<file path="src/rtl/usb32_polling_sequencer.sv">
// usb32_polling_sequencer: USB 3.2 LTSSM Polling substate sequencer with counters and timeouts
module usb32_polling_sequencer #(
  parameter int LFPS_MIN_TX = 16,
  parameter int LFPS_MIN_RX = 2,
  parameter int TSEQ_NUM_G1 = 65536,
  parameter int TSEQ_NUM_G2 = 524288,
  parameter int TS_RX_NUM   = 8,
  parameter int TS2_TX_NUM  = 16,
  parameter int IDLE_NUM    = 8,
  parameter int T_LFPS      = 360000,
  parameter int T_ACT       = 12000,
  parameter int T_IDLE      = 2000
) (
  input  logic       clk,
  input  logic       rst_n,
  input  logic       poll_start,
  input  logic       poll_abort,
  input  logic       speed,
  input  logic       lfps_rx,
  input  logic       lfps_tx_done,
  input  logic       ts1_rx,
  input  logic       ts2_rx,
  input  logic       os_tx_done,
  input  logic       idle_rx,
  output logic [3:0] substate,
  output logic [2:0] tx_cmd,
  output logic       exit_u0,
  output logic       exit_fail,
  output logic [1:0] fail_code
);
  typedef enum logic [3:0] {
    S_IDLE  = 4'd0,
    S_LFPS  = 4'd7,
    S_RXEQ  = 4'd11,
    S_ACT   = 4'd12,
    S_CFG   = 4'd13,
    S_PIDLE = 4'd14
  } state_t;
  localparam logic [19:0] LTX = 20'(LFPS_MIN_TX);
  localparam logic [19:0] G1  = 20'(TSEQ_NUM_G1);
  localparam logic [19:0] G2  = 20'(TSEQ_NUM_G2);
  localparam logic [19:0] T2  = 20'(TS2_TX_NUM);
  localparam logic [19:0] I2  = 20'(2 * IDLE_NUM);
  localparam logic [15:0] LRX = 16'(LFPS_MIN_RX);
  localparam logic [15:0] TRX = 16'(TS_RX_NUM);
  localparam logic [15:0] IRX = 16'(IDLE_NUM);
  localparam logic [31:0] TL  = 32'(T_LFPS - 2);
  localparam logic [31:0] TA  = 32'(T_ACT - 2);
  localparam logic [31:0] TI  = 32'(T_IDLE - 2);
  state_t      sub_q, sub_d;
  logic [2:0]  tx_cmd_q, tx_cmd_d;
  logic [1:0]  fail_code_q, fail_code_d;
  logic        exit_u0_q, exit_u0_d, exit_fail_q, exit_fail_d;
  logic        speed_q, speed_d, seen_q, seen_d;
  logic [19:0] tx_q, tx_d, tx_nx;
  logic [15:0] rx_q, rx_d, rx_nx;
  logic [31:0] to_q, to_d;
  logic        tx_inc, rx_inc, rx_clr, done, tmo, chg;
  always_comb begin
    tx_inc = sub_q == S_LFPS ? lfps_tx_done :
             sub_q == S_CFG ? os_tx_done & seen_q :
             (sub_q == S_RXEQ || sub_q == S_PIDLE) ? os_tx_done : 1'b0;
    rx_inc = sub_q == S_LFPS ? lfps_rx :
             sub_q == S_ACT ? ts1_rx | ts2_rx :
             sub_q == S_CFG ? ts2_rx & ~ts1_rx :
             sub_q == S_PIDLE ? idle_rx : 1'b0;
    rx_clr = sub_q == S_CFG && ts1_rx;
    tx_nx = (tx_inc && tx_q != '1) ? tx_q + 20'd1 : tx_q;
    rx_nx = rx_clr ? '0 : (rx_inc && rx_q != '1) ? rx_q + 16'd1 : rx_q;
    done = sub_q == S_LFPS ? tx_nx >= LTX && rx_nx >= LRX :
           sub_q == S_RXEQ ? tx_nx >= (speed_q ? G2 : G1) :
           sub_q == S_ACT ? rx_nx >= TRX :
           sub_q == S_CFG ? rx_nx >= TRX && tx_nx >= T2 :
           sub_q == S_PIDLE ? rx_nx >= IRX && tx_nx >= I2 : 1'b0;
    tmo = sub_q == S_LFPS ? to_q >= TL :
          (sub_q == S_ACT || sub_q == S_CFG) ? to_q >= TA :
          sub_q == S_PIDLE ? to_q >= TI : 1'b0;
    sub_d = sub_q;
    speed_d = speed_q;
    fail_code_d = fail_code_q;
    exit_u0_d = 1'b0;
    exit_fail_d = 1'b0;
    if (poll_abort) begin
      sub_d = S_IDLE;
    end else if (sub_q == S_IDLE) begin
      if (poll_start) begin
        sub_d = S_LFPS;
        speed_d = speed;
        fail_code_d = 2'd0;
      end
    end else if (done) begin
      sub_d = sub_q == S_LFPS ? S_RXEQ :
              sub_q == S_RXEQ ? S_ACT :
              sub_q == S_ACT ? S_CFG :
              sub_q == S_CFG ? S_PIDLE : S_IDLE;
      exit_u0_d = sub_q == S_PIDLE;
    end else if (tmo) begin
      sub_d = S_IDLE;
      exit_fail_d = 1'b1;
      fail_code_d = sub_q == S_LFPS ? 2'd1 : sub_q == S_PIDLE ? 2'd3 : 2'd2;
    end
    chg = sub_d != sub_q;
    tx_d = chg ? '0 : tx_nx;
    rx_d = chg ? '0 : rx_nx;
    seen_d = chg ? 1'b0 : seen_q | (sub_q == S_CFG && ts2_rx);
    to_d = (chg || sub_q == S_IDLE) ? '0 : to_q == '1 ? to_q : to_q + 32'd1;
    tx_cmd_d = sub_d == S_LFPS ? 3'd1 :
               sub_d == S_RXEQ ? 3'd2 :
               sub_d == S_ACT ? 3'd3 :
               sub_d == S_CFG ? 3'd4 :
               sub_d == S_PIDLE ? 3'd5 : 3'd0;
  end
  always_ff @(posedge clk) begin
    if (!rst_n) begin
      sub_q <= S_IDLE;
      tx_cmd_q <= '0;
      fail_code_q <= '0;
      exit_u0_q <= 1'b0;
      exit_fail_q <= 1'b0;
      speed_q <= 1'b0;
      seen_q <= 1'b0;
      tx_q <= '0;
      rx_q <= '0;
      to_q <= '0;
    end else begin
      sub_q <= sub_d;
      tx_cmd_q <= tx_cmd_d;
      fail_code_q <= fail_code_d;
      exit_u0_q <= exit_u0_d;
      exit_fail_q <= exit_fail_d;
      speed_q <= speed_d;
      seen_q <= seen_d;
      tx_q <= tx_d;
      rx_q <= rx_d;
      to_q <= to_d;
    end
  end
  assign substate = sub_q;
  assign tx_cmd = tx_cmd_q;
  assign exit_u0 = exit_u0_q;
  assign exit_fail = exit_fail_q;
  assign fail_code = fail_code_q;
endmodule

</file>
<file path="config.mk">
export PLATFORM = sky130hd
export DESIGN_NAME = usb32_polling_sequencer
export DESIGN_NICKNAME = d
export VERILOG_FILES = /design/src/rtl/usb32_polling_sequencer.sv
export SDC_FILE = /design/constraint.sdc
export NUM_CORES = 1
export LEC_CHECK = 0
export CORE_MARGIN = 10
export CORE_UTILIZATION = 45
export DETAILED_ROUTE_END_ITERATION = 8
export SETUP_SLACK_MARGIN = 0.02
export SLEW_MARGIN = 15
export SYNTH_ARGS = -nofsm -noshare
export SYNTH_HDL_FRONTEND = slang
export SYNTH_SLANG_ARGS = --single-unit
export TNS_END_PERCENT = 20
</file>
<file path="constraint.sdc">
create_clock -name clk -period 4.8 [get_ports clk]
set_clock_uncertainty 0.1 [all_clocks]
set_input_delay 0.72 -clock clk [delete_from_list [all_inputs] [get_ports clk]]
set_output_delay 0.72 -clock clk [all_outputs]
set_load 0.005 [all_outputs]
</file>
==> results.md <==
* Reg2reg start: tx_q[0]
* Worst-Margin Slew at 0.8106 ns
* Port bufs at 21
* Distinct cells, synth at 74
* Min setup slack post-route at between 0.3 and 0.4 ns
* CTS Buffer Depth at 2
* Clock buffer count from CTS at 9
* Leading area contributor after synthesis: dfxtp_1
* DR vias at roughly 4800
* Required time of the critical path at just under 5 ns
* Crit path kind: flop to flop
* Global route overflow at 0
* Die Wd at around 130 um
* Row count at 39
* HP Class: flop to flop
* Mean post-synth cell area at approximately 8.6 um2
* GPL Wtd Cong at about 0.91
* CP startpoint kind: flop
* Post-route antenna net violation count at 0
* Io pins at 22
* First-pass GRT wire length at roughly 23000 um
* Max-slew headroom at a little under half
* Most common flop cell mapped by yosys: dfxtp_1
* Ratio of cells with drive above 1 in the final layout at between 10 and 15%
* Met3 WL at 498 um
* Cell count after synthesis at just over 600
* Wire length per cell at 17.20 um
* Crit-path max FO at 8
* Final net count at 650
* First drt pass iteration count at 5
* Residual DRC at 0
* Period utilization at between 90 and 100%
* GRT Util Overall at roughly 16%
* Highest Signal Layer: met4
* DP Area at between 5000 and 6000 um2
* Async set-or-reset flop fraction in the synthesized netlist at 0%
* Area contributors post-synth: dfxtp_1, xnor2_1, nor4b_1, xor2_1, nor4b_2
* F_max at around 0.23 GHz
* Synth Warn # at 0
* Die height at about 130 um
* PwrDens at approximately 250 nW/um2
* CP endpoint kind: flop
* 1st-iter DRT viols at between 300 and 400
* Pleak at roughly 1.9 nW
* Maximum vdd drop at about 0.24 mV
* CTS root buf: clkbuf_16
* Max cap viols at 0
* CTS tree: yes
* Post-DP HPWL at approximately 10000 um
* Final WL at 13430 um
* CTS Sinks at 81
* Largest net degree at the start of global routing at 43
* Period minus WS final at roughly 4.4 ns
* Worst R2R Setup Slack at 0.38 ns
* Final hold vios at 0
* Top cell type's share of synthesized area at a little under a third
* Worst Hold Depth at 2
* Sum Neg Setup Slack at 0 ns
* Status: completed
* Initial antenna violation count at 0
* Final Slew Violations at 0
* Flops & latches, synth at 81
* Sequential-to-total area share from yosys stat at 30.39%
* Vias per cell at just over 6
* Number of global-route vias before repair at around 4700
* H-tree levels at 3
* Syn Nets at between 600 and 700
* EDFF count, synth at 0
* FF-to-FF path depth at 13
* Fillers at roughly 1100
* Area growth from synthesis to layout at 12.95%
* Final core utilization at 52.33%
* Worst Min Path Start: fail_code[0]
* Met2 WL at between 6000 and 7000 um
* Multi-input gate area at 3488 um2
* Synthesized area at 5335 um2
* Setup violations, final at 0
* Die area at 16610 um2
* Critical Path AT at ~4.6 ns
* Metal-1 WL at about 5900 um
* Reg clk slew, reported paths at ~0.06 ns
* Inserted Diodes at 0
* Total power at between 0.0015 and 0.002 W
* Starting Density at a little under half
* Total core area at between 10000 and 15000 um2
* Number of post-CTS setup repair buffers at 0
* Worst-Skew Late Latency at 0.34 ns
* Register area at between 1500 and 2000 um2
* Design Area, Final at ~6000 um2
* FF-to-FF End: tx_cmd[0]
* Hold endpoint: fail_code[0]
* Place WS at between 0.15 and 0.2 ns
* RSZ-0062 raised after global routing: no
[metrics by stage]
| stage | cells | hold slack [ns] |
|---|---|---|
| 2_1_floorplan | 622 | 0.3525 |
| 3_3_place_gp | 765 | 0.3506 |
| 3_5_place_dp | 765 | 0.3887 |
| 4_1_cts | 781 | 0.4004 |
| 5_1_grt | 781 | 0.4376 |
| 6_report | 781 | 0.3887 |
[placed cells by master, fill, tap and decap left out, types with 7 or more instances in the layout]
cell type        count
nor4b_2             14
a31oi_1              7
clkdlybuf4s50_1     21
or3_1                9
buf_4               18
nor4b_1             34
nand2b_1             7
mux2i_1             11
xnor2_1             40
xor2_1              25
nand4_1             20
nand3_1             34
nor3_1              20
and2_1              10
a21oi_1             11
inv_1               11
o21ai_0              9
and3_1              14
nand2_1             47
clkbuf_16            9
nor2_1              48
nor4_1              20
nor4_2              11
dfxtp_1             81
[state kept, by name (all words and copies together) (netlist names)]
name       cells
substate       4
rx_q          16
exit_fail      1
fail_code      2
seen_q         1
exit_u0        1
tx_q          20
tx_cmd         3
speed_q        1
to_q          32
[kinds of logic (layout without fill, tap and decap cells)]
group,count (synthesis),after routing,synth area share (%)
buffers and inverters,53,69,4.714
DFF,81,81,30.39
and+or+nand+nor,323,323,38.46
AOI/OAI and AO/OA,83,83,12.29
muxes,11,11,2.064
xor gates and xnor gates,65,65,10.67
adders and majority gates,6,6,1.407
[worst max-delay path, cell delays in order, from the launching register on]
cell,delay [ns]
dfxtp_1,0.47
ha_1,0.25
nand3_1,0.21
buf_4,0.23
nor4_1,0.36
or3b_2,0.48
a31oi_1,0.14
o22ai_1,0.14
or3_1,0.45
a311oi_2,0.39
o21ai_2,0.21
mux2i_1,0.32
a21boi_0,0.20
a2111oi_2,0.36
[timing repair]
item / 4_1_cts / 5_1_grt
resized for setup: 0 / 1
setup endpoints to repair: 0 / 27
hold buffers: 0 / 0
[cells in the mapped netlist (3+ instances only)]
library cell  instances
nor4_1               22
nand3_1              34
or2_2                 3
nor3_1               20
dfxtp_1              81
o41ai_1               3
a2111oi_0             3
nor4_2                9
ha_1                  6
nand2b_1              7
nor4b_1              34
a2111oi_2             3
xor2_1               25
clkbuf_1             17
mux2i_1              11
nor4b_2              14
a21oi_1              11
a211oi_1              4
nand3b_1              6
and3_1               14
nand4b_1              3
nor2_1               49
or4_1                 4
nor2b_1               3
xnor2_1              40
nand4_1              20
a31oi_1               7
o31ai_1               4
buf_2                17
buf_4                 4
or3_1                 9
o21ai_0               9
inv_1                11
a311oi_1              4
and4_1                6
and2_1               10
nand2_1              47
[report_power, final]
group	total, W	switching, W	internal (W)
logic	0.000115	0.0000715	0.0000434
clock network	0.000707	0.000286	0.000421
registers	0.000680	0.00000502	0.000675
[area by class of cell]
type,instances,area share (%)
clock buffer,11,4.028
timing repair buffer,41,6.395
clock inverter,5,1.059
inverter,12,0.7475
multi-input combinational,488,57.89
sequential,81,26.91
tap,143,2.969
[metal layers]
metal | track usage (%) | up-vias
met5 | 0 | -
li1 | - | 2380
met4 | 7.826 | 0
met2 | 28.58 | 114
met1 | 19.25 | 2298
met3 | 2.998 | 26
[worst max-delay path by stage]
stage | start | to | cells after the start | slack, ns
floorplan | os_tx_done | tx_q[10] | 15 | 0.96
global placement | os_tx_done | tx_cmd[0] | 12 | 0.17
detailed placement | os_tx_done | rx_q[14] | 13 | 0.15
CTS | tx_q[0] | tx_cmd[0] | 12 | 0.31
global route | tx_q[0] | rx_q[13] | 14 | 0.09
finish | tx_q[0] | tx_cmd[0] | 13 | 0.38
Power figures use the tool's default switching activity.
